===== config.mk =====
export PLATFORM = sky130hd
export DESIGN_NAME = rtc_clock_core
export DESIGN_NICKNAME = d
export VERILOG_FILES = /design/src/rtl/rtc_clock_core.sv
export SDC_FILE = /design/constraint.sdc
export NUM_CORES = 1
export LEC_CHECK = 0
export CAP_MARGIN = 15
export CELL_PAD_IN_SITES_DETAIL_PLACEMENT = 1
export CELL_PAD_IN_SITES_GLOBAL_PLACEMENT = 2
export CORE_UTILIZATION = 38
export CTS_BUF_LIST = sky130_fd_sc_hd__clkbuf_4 sky130_fd_sc_hd__clkbuf_8
export DETAILED_ROUTE_END_ITERATION = 8
export GPL_TIMING_DRIVEN = 0
export MAX_ROUTING_LAYER = met4
export PLACE_DENSITY_LB_ADDON = 0.1
export SYNTH_ARGS = -nofsm -noshare
export SYNTH_HDL_FRONTEND = slang
export SYNTH_SLANG_ARGS = --single-unit

===== constraint.sdc =====
create_clock -name clk -period 6.4 [get_ports clk]
set_input_delay 1.28 -clock clk [delete_from_list [all_inputs] [get_ports clk]]
set_output_delay 1.28 -clock clk [all_outputs]
set_load 0.005 [all_outputs]

===== src/rtl/rtc_clock_core.sv =====
`default_nettype none
// ============================================================================
//  Module   : rtc_clock_core
//  Purpose  : Time-of-day counter (hh:mm:ss) driven by a divided system clock.
//             Plus/minus field setting with hold-to-repeat, 12/24-hour display
//             conversion, a daily alarm comparator and one-cycle strobes for
//             seconds, day wrap and alarm hits.
//  Revision : 1.0  initial release
// ============================================================================
module rtc_clock_core #(
  parameter int TICK_DIV    = 50_000_000,
  parameter int REPEAT_DLY  = 25_000_000,
  parameter int REPEAT_RATE = 5_000_000
) (
  input  logic       clk,
  input  logic       reset,
  input  logic       enable,
  input  logic       plus,
  input  logic       minus,
  input  logic [1:0] mode,
  input  logic       fmt12,
  input  logic       alarm_en,
  input  logic [4:0] alarm_h,
  input  logic [5:0] alarm_m,
  output logic [4:0] hours,
  output logic [4:0] disp_hours,
  output logic       pm,
  output logic [5:0] mins,
  output logic [5:0] secs,
  output logic       sec_pulse,
  output logic       day_pulse,
  output logic       alarm_match
);

  // --------------------------------------------------------------------------
  // Derived sizes and constants
  // --------------------------------------------------------------------------
  localparam int DIV_W   = (TICK_DIV > 1) ? $clog2(TICK_DIV) : 1;
  localparam int RPT_MAX = (REPEAT_DLY > REPEAT_RATE) ? REPEAT_DLY : REPEAT_RATE;
  localparam int RPT_W   = $clog2(RPT_MAX + 1);

  localparam logic [DIV_W-1:0] DIV_LAST  = DIV_W'(TICK_DIV - 1);
  localparam logic [DIV_W-1:0] DIV_ONE   = DIV_W'(1);
  localparam logic [RPT_W-1:0] RPT_DLY_C = RPT_W'(REPEAT_DLY);
  localparam logic [RPT_W-1:0] RPT_RATE_C = RPT_W'(REPEAT_RATE);
  localparam logic [RPT_W-1:0] RPT_ONE   = RPT_W'(1);

  localparam logic [1:0] MODE_RUN  = 2'b00;
  localparam logic [1:0] MODE_SEC  = 2'b01;
  localparam logic [1:0] MODE_MIN  = 2'b10;
  localparam logic [1:0] MODE_HOUR = 2'b11;

  // Button auto-repeat sequencer: waiting for a press, counting the initial
  // hold delay, then stepping at the repeat rate.
  typedef enum logic [1:0] {
    RPT_IDLE   = 2'd0,
    RPT_DELAY  = 2'd1,
    RPT_REPEAT = 2'd2
  } rpt_state_t;

  // --------------------------------------------------------------------------
  // State
  // --------------------------------------------------------------------------
  logic [DIV_W-1:0] div_q,   div_d;
  logic [5:0]       secs_q,  secs_d;
  logic [5:0]       mins_q,  mins_d;
  logic [4:0]       hours_q, hours_d;

  logic             plus_q;
  logic             minus_q;
  logic [1:0]       mode_q;

  rpt_state_t       rpt_state_q, rpt_state_d;
  logic             rpt_up_q,    rpt_up_d;
  logic [RPT_W-1:0] rpt_cnt_q,   rpt_cnt_d;

  logic             sec_pulse_q,  sec_pulse_d;
  logic             day_pulse_q,  day_pulse_d;
  logic             alarm_q,      alarm_d;

  // --------------------------------------------------------------------------
  // Combinational helpers
  // --------------------------------------------------------------------------
  logic run_mode;
  logic mode_chg;
  logic tick;
  logic press_up;
  logic press_dn;
  logic hold_up;
  logic hold_dn;
  logic held_same;
  logic step_up;
  logic step_dn;

  // Wrap a 0..59 field by one step in either direction, no carry out.
  function automatic logic [5:0] step60(input logic [5:0] v, input logic up);
    if (up) begin
      return (v == 6'd59) ? 6'd0 : v + 6'd1;
    end
    return (v == 6'd0) ? 6'd59 : v - 6'd1;
  endfunction

  // Wrap a 0..23 field by one step in either direction, no carry out.
  function automatic logic [4:0] step24(input logic [4:0] v, input logic up);
    if (up) begin
      return (v == 5'd23) ? 5'd0 : v + 5'd1;
    end
    return (v == 5'd0) ? 5'd23 : v - 5'd1;
  endfunction

  // Decode run/set context and classify the button inputs against last cycle.
  always_comb begin
    run_mode  = (mode == MODE_RUN);
    mode_chg  = (mode != mode_q);
    tick      = run_mode && enable && (div_q == DIV_LAST);
    press_up  = plus  && !minus && !plus_q;
    press_dn  = minus && !plus  && !minus_q;
    hold_up   = plus  && !minus && plus_q;
    hold_dn   = minus && !plus  && minus_q;
    held_same = rpt_up_q ? hold_up : hold_dn;
  end

  // Auto-repeat next state: a fresh press steps at once; a continued hold of
  // the same single button steps after REPEAT_DLY and then every REPEAT_RATE.
  // Run mode, a mode change, release, or both buttons abandon the sequence.
  always_comb begin
    rpt_state_d = rpt_state_q;
    rpt_up_d    = rpt_up_q;
    rpt_cnt_d   = rpt_cnt_q;
    step_up     = 1'b0;
    step_dn     = 1'b0;

    if (run_mode || mode_chg) begin
      rpt_state_d = RPT_IDLE;
      rpt_cnt_d   = '0;
    end else if (press_up || press_dn) begin
      step_up     = press_up;
      step_dn     = press_dn;
      rpt_up_d    = press_up;
      rpt_state_d = RPT_DELAY;
      rpt_cnt_d   = RPT_ONE;
    end else begin
      case (rpt_state_q)
        RPT_DELAY: begin
          if (!held_same) begin
            rpt_state_d = RPT_IDLE;
            rpt_cnt_d   = '0;
          end else if (rpt_cnt_q == RPT_DLY_C) begin
            step_up     = rpt_up_q;
            step_dn     = !rpt_up_q;
            rpt_state_d = RPT_REPEAT;
            rpt_cnt_d   = RPT_ONE;
          end else begin
            rpt_cnt_d   = rpt_cnt_q + RPT_ONE;
          end
        end
        RPT_REPEAT: begin
          if (!held_same) begin
            rpt_state_d = RPT_IDLE;
            rpt_cnt_d   = '0;
          end else if (rpt_cnt_q == RPT_RATE_C) begin
            step_up     = rpt_up_q;
            step_dn     = !rpt_up_q;
            rpt_cnt_d   = RPT_ONE;
          end else begin
            rpt_cnt_d   = rpt_cnt_q + RPT_ONE;
          end
        end
        default: begin
          rpt_state_d = RPT_IDLE;
          rpt_cnt_d   = '0;
        end
      endcase
    end
  end

  // Auto-repeat state register.
  always_ff @(posedge clk) begin
    if (reset) begin
      rpt_state_q <= RPT_IDLE;
      rpt_up_q    <= 1'b0;
      rpt_cnt_q   <= '0;
    end else begin
      rpt_state_q <= rpt_state_d;
      rpt_up_q    <= rpt_up_d;
      rpt_cnt_q   <= rpt_cnt_d;
    end
  end

  // Previous-cycle copies of the buttons and mode for edge/change detection.
  // Reset loads the live mode so coming out of reset is not seen as a change.
  always_ff @(posedge clk) begin
    if (reset) begin
      plus_q  <= 1'b0;
      minus_q <= 1'b0;
      mode_q  <= mode;
    end else begin
      plus_q  <= plus;
      minus_q <= minus;
      mode_q  <= mode;
    end
  end

  // Next time value: prescaler, seconds tick with carry chain in run mode,
  // single-field wrap edits in set modes; strobes only on a run-mode tick.
  always_comb begin
    div_d       = div_q;
    secs_d      = secs_q;
    mins_d      = mins_q;
    hours_d     = hours_q;
    sec_pulse_d = 1'b0;
    day_pulse_d = 1'b0;
    alarm_d     = 1'b0;

    if (!run_mode) begin
      // Parked at zero so returning to run starts a full second.
      div_d = '0;
      case (mode)
        MODE_SEC:  if (step_up || step_dn) secs_d  = step60(secs_q,  step_up);
        MODE_MIN:  if (step_up || step_dn) mins_d  = step60(mins_q,  step_up);
        MODE_HOUR: if (step_up || step_dn) hours_d = step24(hours_q, step_up);
        default: ;
      endcase
    end else if (enable) begin
      if (tick) begin
        div_d  = '0;
        secs_d = step60(secs_q, 1'b1);
        if (secs_q == 6'd59) begin
          mins_d = step60(mins_q, 1'b1);
          if (mins_q == 6'd59) begin
            hours_d = step24(hours_q, 1'b1);
          end
        end
        sec_pulse_d = 1'b1;
        day_pulse_d = (secs_q == 6'd59) && (mins_q == 6'd59) && (hours_q == 5'd23);
        alarm_d     = alarm_en && (secs_d == 6'd0) &&
                      (mins_d == alarm_m) && (hours_d == alarm_h);
      end else begin
        div_d = div_q + DIV_ONE;
      end
    end
  end

  // Time, prescaler and strobe registers.
  always_ff @(posedge clk) begin
    if (reset) begin
      div_q       <= '0;
      secs_q      <= '0;
      mins_q      <= '0;
      hours_q     <= '0;
      sec_pulse_q <= 1'b0;
      day_pulse_q <= 1'b0;
      alarm_q     <= 1'b0;
    end else begin
      div_q       <= div_d;
      secs_q      <= secs_d;
      mins_q      <= mins_d;
      hours_q     <= hours_d;
      sec_pulse_q <= sec_pulse_d;
      day_pulse_q <= day_pulse_d;
      alarm_q     <= alarm_d;
    end
  end

  // 12/24-hour display conversion; midnight and noon both show 12.
  always_comb begin
    disp_hours = hours_q;
    pm         = 1'b0;
    if (fmt12) begin
      if (hours_q == 5'd0) begin
        disp_hours = 5'd12;
      end else if (hours_q < 5'd12) begin
        disp_hours = hours_q;
      end else if (hours_q == 5'd12) begin
        disp_hours = 5'd12;
        pm         = 1'b1;
      end else begin
        disp_hours = hours_q - 5'd12;
        pm         = 1'b1;
      end
    end
  end

  assign hours       = hours_q;
  assign mins        = mins_q;
  assign secs        = secs_q;
  assign sec_pulse   = sec_pulse_q;
  assign day_pulse   = day_pulse_q;
  assign alarm_match = alarm_q;

endmodule
`default_nettype wire


==> results of run 1 <==
-- through the flow --
step	std cells	power (W)	setup WS (ns)	util [%]	instance area, um^2
2_1_floorplan	622	0.0005527	3.078	-	4926
3_3_place_gp	838	0.0005881	2.027	44.23	5582
3_5_place_dp	838	0.0005898	2.065	44.23	5582
4_1_cts	852	0.0009872	1.987	45.79	5778
5_1_grt	852	0.001020	1.756	45.79	5778
6_report	852	0.0009706	1.939	45.79	5778
-- worst max-delay path, cell delays in order, from the launching register on --
cell and delay (ns):
dfxtp_1 0.40, clkbuf_1 0.44, inv_1 0.21, ha_1 0.29
nand2_1 0.09, nor2_1 0.08, nor3b_1 0.42, nand2_1 0.14
mux2_2 0.28, clkdlybuf4s50_1 0.44
-- worst max-delay path by stage --
| stage | slack [ns] | cells past startpoint | startpoint | to |
|---|---|---|---|---|
| floorplan | 3.08 | 9 | enable | alarm_match |
| global placement | 2.03 | 5 | fmt12 | disp_hours[2] |
| detailed placement | 2.07 | 5 | fmt12 | disp_hours[2] |
| CTS | 1.99 | 9 | hours[2] | disp_hours[2] |
| global route | 1.76 | 9 | hours[2] | disp_hours[2] |
| finish | 1.94 | 9 | hours[2] | disp_hours[2] |
-- state kept, by name, summed over array words and instances, names as in the netlist, 2 cells and up --
signal,cells
mode_q,2
hours,5
rpt_state_q,2
secs,6
rpt_cnt_q,25
mins,6
div_q,26
-- layout make-up --
| class | count | share of cell area (%) |
|---|---|---|
| Buffer | 26 | 2.100 |
| Inverter | 24 | 1.559 |
| Tap cell | 172 | 3.725 |
| Clock inverter | 1 | 0.5197 |
| Timing Repair Buffer | 44 | 7.622 |
| Multi-Input combinational cell | 494 | 54.57 |
| Sequential cell | 78 | 27.02 |
| Clock buffer | 13 | 2.880 |
-- Yosys cell counts (3+ instances only) --
| library cell | number |
|---|---|
| buf_2 | 4 |
| nand4_1 | 24 |
| ha_1 | 17 |
| and4b_1 | 3 |
| nand2_1 | 66 |
| nor4bb_1 | 3 |
| and2_1 | 5 |
| o211ai_1 | 7 |
| nor2b_1 | 7 |
| xnor2_1 | 26 |
| mux2_2 | 4 |
| or4_1 | 4 |
| and4_1 | 4 |
| a211oi_1 | 8 |
| nand2b_1 | 3 |
| nor4_1 | 4 |
| a211o_1 | 3 |
| inv_1 | 24 |
| or3_1 | 7 |
| and3_1 | 7 |
| xor2_1 | 36 |
| nor3b_1 | 5 |
| o311a_1 | 3 |
| nand3_1 | 23 |
| clkbuf_1 | 18 |
| a21oi_1 | 27 |
| or2_2 | 4 |
| dfxtp_1 | 78 |
| nor3_1 | 11 |
| o21ai_0 | 21 |
| a21o_1 | 5 |
| buf_4 | 3 |
| a311oi_1 | 3 |
| a31oi_1 | 7 |
| mux2i_1 | 9 |
| nor2_1 | 93 |
-- where the power goes --
group	switching (W)	internal, W
combinational	0.0000464	0.0000388
sequential	0.00000396	0.000489
clock	0.000186	0.000206
-- metal layers --
| layer | vias up | track usage, % |
|---|---|---|
| met1 | 2261 | 27.91 |
| met4 | 0 | 8.974 |
| met5 | - | - |
| li1 | 2310 | - |
| met2 | 60 | 39.09 |
| met3 | 13 | 2.981 |
-- logic make-up (layout without fill, tap and decap cells) --
| logic type | Yosys count | count (layout) | share of synthesized area [%] |
|---|---|---|---|
| and+or+nand+nor | 289 | 289 | 30.10 |
| buffers and inverters | 50 | 108 | 4.293 |
| DFF | 78 | 78 | 31.70 |
| xor gates and xnor gates | 62 | 62 | 11.02 |
| AOI/OAI and AO/OA | 112 | 112 | 15.60 |
| adders and majority gates | 17 | 17 | 4.318 |
| muxes | 14 | 14 | 2.972 |
-- cells in the final DEF, fill, tap and decap left out, types with 21 or more instances in the layout --
master	instances
a21oi_1	27
nand3_1	23
xor2_1	36
inv_1	24
nand2_1	66
xnor2_1	26
clkdlybuf4s50_1	44
nand4_1	24
dfxtp_1	78
o21ai_0	21
nor2_1	93
==> results.toml, run 1 <==
[floorplanning]
io_pins = 46
die_area_um2 = 13420
initial_utilization_pct = 39.03
core_um2 = 12620
die_w_um = 115.9
die_h_um = 115.9
rows = 41

[timing]
rsz0062_at_grt = "no"
finalCritPeriodShare_pct = 69.70
setup_viol = 0
totalNegativeSetupSlack_ns = 0
fin_crit_ns = 4.461
slew_headroom_pct = 55.13
finClkSkew_ns = 0.01013
hold_viol = 0
whs_ns = 0.5167
worstMarginPinSlew_ns = 0.6730
slew_viol_final = 0
fmax_mhz = 224.2

[cells_and_area]
areaGrowthSynthToFinish_pct = 17.30
n_antenna_cell = 0
layout.nets = 714
nFillCells = 1575
multiInputGateArea_um2 = 3153
drive_above_1_share_pct = 6.618
regArea_um2 = 1562

[yosys]
yosysWarnings = 0
ys_seq_area_share_pct = 31.70
netlist_instances = 622
synth_edf_count = 0
avgSynthCellArea_um2 = 7.920
async_flop_share_pct = 0
synth.distinct_cells = 73
ys.flop_type = "dfxtp_1"
synth.top_cell.area_share_pct = 31.70
netlist_top_cells_area = "dfxtp_1 (32%), nor2_1 (7.1%), xor2_1 (6.4%), nand2_1 (5.0%), xnor2_1 (4.6%)"
yosys.area.top_type = "dfxtp_1"
synth_area_um2 = 4926
syn-num-nets = 659
yosys_register_bits = 78

[placed_design]
port_buffers = 44
place_hpwl_um = 10400
place_congestion = 0.8265

[setup_path]
critPathMaxFanout = 10
reg2reg_slack_ns = 3.30
cp-end-kind = "primary output"
start_kind = "flop"
path_class = "reg -> out"
worstPathRequired_ns = 5.12
arrival_ns = 3.18
rr_endpoint = "alarm_match"
worstRegToRegCells = 8
worstReg2RegStart = "secs[0]"

[run_status]
status = "finished clean"

[drt]
first_iter_violations = 219
post-route-drc-count = 0
vias = 4644
wl_um = 13860
wire_per_inst_um = 16.27
top_layer_used = "met4"
ant_nets = 0
m1WireLength_um = 6455
dr_wl_met3_um = 381
wl_met2_um = 6803
drt_first_pass_iters = 4
vias_per_cell = 5.451

[clocking]
cts_tree = "built"
post-cts-setup-buffer-count = 0
clk_path_buf_depth = 2
cts_hold_buffers = 0
cts_resized = 0
root_buffer = "clkbuf_8"
cts_buffers = 9
cts-htree-levels = 3
clkTransAtPathRegs_ns = 0.08
clk_latency_ns = 0.37
cts_sinks = 78

[global_routing]
antenna_found_initial = 0
grt_max_degree = 12
grt_pass1_wl_um = 23340
grt_overflow_total = 0
grt_pass1_vias = 4714
grtUsageTotal_pct = 23.14

[worst_hold_path]
holdPathEnd = "div_q[22]"
holdPathStages = 2
min_from = "div_q[22]"
hold_class = "reg -> reg"

[power]
power_leakage_nw = 1.894
irDropWorstVdd_uv = 97.32
power.density_nw_per_um2 = 168.0

[flow_run]
maxCapViolations = 0
Power figures use the tool's default switching activity.
==> run 2, diff against run 1 <==
--- a/config.mk
+++ b/config.mk
@@ -8,7 +8,7 @@
 export CAP_MARGIN = 15
 export CELL_PAD_IN_SITES_DETAIL_PLACEMENT = 1
 export CELL_PAD_IN_SITES_GLOBAL_PLACEMENT = 2
-export CORE_UTILIZATION = 38
+export CORE_UTILIZATION = 35
 export CTS_BUF_LIST = sky130_fd_sc_hd__clkbuf_4 sky130_fd_sc_hd__clkbuf_8
 export DETAILED_ROUTE_END_ITERATION = 8
 export GPL_TIMING_DRIVEN = 0
==> constraint.sdc (replaced) <==
create_clock -name clk -period 4.26 [get_ports clk]
set_input_delay 0.852 -clock clk [delete_from_list [all_inputs] [get_ports clk]]
set_output_delay 0.852 -clock clk [all_outputs]
set_load 0.005 [all_outputs]
==> run 2 against run 1 <==
Net effect: sequential cell count is the same; via count down 0.60%; register-to-register slack lost 2.1 ns; sequential power increased by 50%; worst hold slack worse by 0.0028 ns; first-iteration DRC count decreased by 24%; global-route usage fell by 2.2 points.
==> results.toml, run 2 (same netlist as run 1, synthesis figures left out) <==
[drt]
wl_um = 14010
first_iter_violations = 166
vias = 4616
drt_first_pass_iters = 5
post-route-drc-count = 0
ant_nets = 0
vias_per_cell = 5.380
wire_per_inst_um = 16.33

[placed_design]
port_buffers = 44
place_hpwl_um = 10430
place_congestion = 0.7942

[timing]
fin_crit_ns = 3.884
finClkSkew_ns = 0.01219
whs_ns = 0.5139
rsz0062_at_grt = "no"
hold_viol = 0
slew_viol_final = 0
fmax_mhz = 257.5
worstMarginPinSlew_ns = 0.6657
slew_headroom_pct = 55.62
totalNegativeSetupSlack_ns = 0
finalCritPeriodShare_pct = 91.18
setup_viol = 0

[setup_path]
critPathMaxStageDelay_ns = 0.44
critPathLaunch = "hours[0]"
arrival_ns = 3.03
slowest_stage = "clkdlybuf4s50_1"
worstPathRequired_ns = 3.41
path_class = "reg -> out"
reg2reg_slack_ns = 1.21
cp-end-kind = "primary output"
critPathMaxFanout = 10
crit_end = "disp_hours[2]"
rr_endpoint = "alarm_match"
start_kind = "flop"
worstPathCellList = "clkbuf_1 > inv_1 > ha_1 > nand2_1 > nor2_1 > nor3b_1 > nand2_1 > mux2_2 > clkdlybuf4s50_1"
worstReg2RegStart = "mins[1]"
cp_common_cell = "nand2_1"
worstRegToRegCells = 8

[cells_and_area]
layout.nets = 714
nFillCells = 1652
final_common_cell = "nor2_1"
largest_reg_flops = 26
drive_above_1_share_pct = 6.891
areaGrowthSynthToFinish_pct = 18.31
n_antenna_cell = 0
final_core_util_pct = 43.15
most-common-layout-cells = "nor2_1 (93), dfxtp_1 (78), nand2_1 (66)"
regArea_um2 = 1562
largestRegisters = "div_q x26, rpt_cnt_q x25"
multiInputGateArea_um2 = 3153
max_flop_register = "div_q"

[global_routing]
grtUsageTotal_pct = 20.92
antenna_found_initial = 0
grt_overflow_total = 0
grt_max_degree = 14
grt_pass1_vias = 4694
grt_pass1_wl_um = 23450

[flow_run]
maxCapViolations = 0

[clocking]
clk_latency_ns = 0.37
cts_resized = 0
cts_hold_buffers = 0
root_buffer = "clkbuf_8"
clkTransAtPathRegs_ns = 0.09
cts_buffers = 9
cts_sinks = 78
post-cts-setup-buffer-count = 0
clk_path_buf_depth = 2
cts-htree-levels = 3
cts_tree = "built"

[floorplanning]
initial_utilization_pct = 36.47
core_um2 = 13510
die_w_um = 120.6
io_pins = 46
rows = 42
die_area_um2 = 14550
die_h_um = 120.6

[worst_hold_path]
hold_class = "reg -> reg"

[power]
power_leakage_nw = 1.908
irDropWorstVdd_uv = 178.3
power.density_nw_per_um2 = 268.0

[run_status]
status = "finished clean"
## run 2: cell types whose count changed in the layout (fill, tap and decap cells not counted)
cell / delta
bufinv_16: +2
clkbuf_8: -2
clkinvlp_4: +2
clkbuf_4: -1
clkinv_2: +1
## run 2: how the worst min path moves through the flow
| stage | from | end | slack [ns] | cells after the start |
|---|---|---|---|---|
| 2_1_floorplan | rpt_up_q | rpt_up_q | 0.47 | 2 |
| 3_3_place_gp | div_q[22] | div_q[22] | 0.49 | 2 |
| 3_5_place_dp | rpt_up_q | rpt_up_q | 0.50 | 2 |
| 4_1_cts | div_q[14] | div_q[14] | 0.52 | 2 |
| 5_1_grt | div_q[14] | div_q[14] | 0.54 | 2 |
| 6_report | div_q[14] | div_q[14] | 0.51 | 2 |
## run 2: stage by stage
stage,setup slack [ns],cells,instance area [um^2],power (W)
finish,0.3759,858,5828,0.001562
global route,0.1759,858,5828,0.001641
CTS,0.3734,858,5828,0.001588
detailed placement,0.4895,842,5587,0.0008861
global placement,0.5051,842,5587,0.0008842
floorplan,1.366,622,4926,0.0008304
## run 2: cell type report
class,instances,share of cell area [%]
Buffer,26,2.082
Clock buffer,10,2.254
Clock inverter,6,1.889
Inverter,24,1.546
Multi-Input combinational cell,494,54.10
Sequential cell,78,26.79
Tap cell,176,3.778
Timing Repair Buffer,44,7.557
## run 2: worst max-delay path, delay by kind of cell (launching register included)
family,cells,cell delay (ns)
adders and majority gates,1,0.26
and+or+nand+nor,4,0.74
buffers and inverters,3,0.97
muxes,1,0.28
DFF,1,0.41
## run 2: where the power goes
part	internal [W]	total [W]	leakage, nW	switching, W
clock network	0.000395	0.000693	0.116	0.000298
logic	0.0000582	0.000129	1.16	0.0000707
registers	0.000734	0.000740	0.630	0.00000600
## run 2: layer usage
layer  part of all wire, %  GRT usage [%]
met2                    47          34.34
met4                   1.4          6.559
met1                    49          26.27
met5                     0              -
met3                   2.6          3.396
==> run 3, diff against run 2 <==
--- a/config.mk
+++ b/config.mk
@@ -14,6 +14,7 @@
 export GPL_TIMING_DRIVEN = 0
 export MAX_ROUTING_LAYER = met4
 export PLACE_DENSITY_LB_ADDON = 0.1
+export REMOVE_ABC_BUFFERS = 1
 export SYNTH_ARGS = -nofsm -noshare
 export SYNTH_HDL_FRONTEND = slang
 export SYNTH_SLANG_ARGS = --single-unit
==> run 3 against run 2 <==
Net effect: sequential share of layout area up 0.31 points; critical path depth fell by 1; worst hold slack better by 0.0072 ns; total power increased by 0.49%; clock-buffer cell count shrank 1; sequential power hardly changed; non-clock buffer count down 23; clock skew is 0.0015 ns higher; maximum frequency is 2.0% higher; largest power group unchanged.
==> results.toml, run 3 (same netlist as run 1, synthesis figures left out) <==
[run_status]
status = "finished clean"

[cells_and_area]
multiInputGateArea_um2 = 3153
nFillCells = 1670
regArea_um2 = 1562
max_flop_register = "div_q"
drive_above_1_share_pct = 6.222
finalInstanceArea_um2 = 5762
most-common-layout-cells = "nor2_1 (93), dfxtp_1 (78), nand2_1 (66)"
areaGrowthSynthToFinish_pct = 16.97
n_antenna_cell = 0
largestRegisters = "div_q x26, rpt_cnt_q x25"
largest_reg_flops = 26
final_common_cell = "nor2_1"
layout.nets = 691

[clocking]
cts_sinks = 78
cts_buffers = 9
clk_path_buf_depth = 2
root_buffer = "clkbuf_8"
cts_hold_buffers = 0
cts_tree = "built"
cts-htree-levels = 3
cts_resized = 0
clk_latency_ns = 0.38
post-cts-setup-buffer-count = 0
clkTransAtPathRegs_ns = 0.09

[global_routing]
gr-usage-met1_pct = 25.20
grt_overflow_total = 0
grt_pass1_vias = 4557
antenna_found_initial = 0
grt.busiest_layer = "met2"
grt_pass1_wl_um = 22620
met3_usage_pct = 4.670
grt_max_degree = 26
gr-usage-met2_pct = 32.90
grtUsageTotal_pct = 20.24

[timing]
finalCritPeriodShare_pct = 89.42
setup_viol = 0
worstMarginPinSlew_ns = 0.9767
slew_viol_final = 0
slew_headroom_pct = 34.70
rsz0062_at_grt = "no"
finClkSkew_ns = 0.01365
hold_viol = 0
fin_crit_ns = 3.809
fmax_mhz = 262.5
totalNegativeSetupSlack_ns = 0

[placed_design]
place_hpwl_um = 9692
port_buffers = 45
placed_cell_area_um2 = 5475
place_congestion = 0.7824

[setup_path]
path_class = "reg -> out"
critPathMaxStageDelay_ns = 0.66
cp_common_cell = "nand2_1"
start_kind = "flop"
worstPathRequired_ns = 3.41
slowest_stage = "dfxtp_1"
critPathMaxFanout = 13
worstPathCellList = "inv_1 > ha_1 > nand2_1 > nor2_1 > nor3b_1 > nand2_1 > mux2_2 > clkdlybuf4s50_1"
arrival_ns = 2.96
cp-end-kind = "primary output"

[power]
irDropWorstVdd_uv = 200.5
swShare_pct = 24.48
seq_power_share_pct = 47.4
clkPwrFrac_pct = 44.7
p_int_w = 0.001186
power_leakage_nw = 1.879
switchingPower_w = 0.0003842
power.density_nw_per_um2 = 272.5
p_comb_share_pct = 7.9

[drt]
ant_nets = 0
vias_per_cell = 5.372
wire_per_inst_um = 16.01
vias = 4486
post-route-drc-count = 0
drt_first_pass_iters = 4
wl_um = 13370
first_iter_violations = 206

[floorplanning]
die_h_um = 120.6
core_um2 = 13510
die_area_um2 = 14550
rows = 42
io_pins = 46
initial_utilization_pct = 36.47
die_w_um = 120.6

[worst_hold_path]
hold_class = "reg -> reg"

[flow_run]
maxCapViolations = 0
-- run 3: stage by stage --
stage          util (%)   power, W  hold slack [ns]  setup WS [ns]  std cells
5_1_grt           42.66   0.001644           0.5502         0.2117        835
4_1_cts           42.36   0.001597           0.5256         0.4489        833
2_1_floorplan         -  0.0008236           0.4644          1.374        596
6_report          42.66   0.001570           0.5211         0.4508        835
3_3_place_gp      40.54  0.0008784           0.4915         0.2794        817
3_5_place_dp      40.54  0.0008809           0.5039         0.1885        817
-- run 3: cell type report --
cell class	count	area share, %
Clock buffer	9	2.150
Clock inverter	7	2.106
Inverter	24	1.564
Multi-Input combinational cell	494	54.72
Sequential cell	78	27.10
Tap cell	176	3.822
Timing Repair Buffer	47	8.534
-- run 3: worst paths after layout --
| path | start | end | slack [ns] | cells after the start |
|---|---|---|---|---|
| max | hours[2] | disp_hours[2] | 0.45 | 8 |
| min | div_q[22] | div_q[22] | 0.52 | 2 |
| max reg2reg | rpt_state_q[0] | secs[2] | 1.07 | 8 |
| min reg2reg | div_q[22] | div_q[22] | 0.52 | 2 |
-- run 3: power by group through the flow --
stage | clock (W) | sequential, W | combinational, W
floorplan | 0 | 0.000758 | 0.0000656
global placement | 0 | 0.000760 | 0.000118
detailed placement | 0 | 0.000760 | 0.000120
CTS | 0.000732 | 0.000743 | 0.000121
global route | 0.000761 | 0.000745 | 0.000138
finish | 0.000702 | 0.000743 | 0.000125
-- run 3: worst max-delay path: cells and delay by family, from the launching register on --
family | cells | cell delay [ns]
fa+ha+maj | 1 | 0.28
buf+inv | 2 | 0.63
mux | 1 | 0.28
flops | 1 | 0.66
simple gates | 4 | 0.74
-- run 3: per-layer routing --
| layer | up-vias | wire (um) |
|---|---|---|
| li1 | 2261 | - |
| met1 | 2162 | 6462 |
| met2 | 44 | 6383 |
| met3 | 19 | 339 |
| met4 | 0 | 182 |
| met5 | - | 0 |
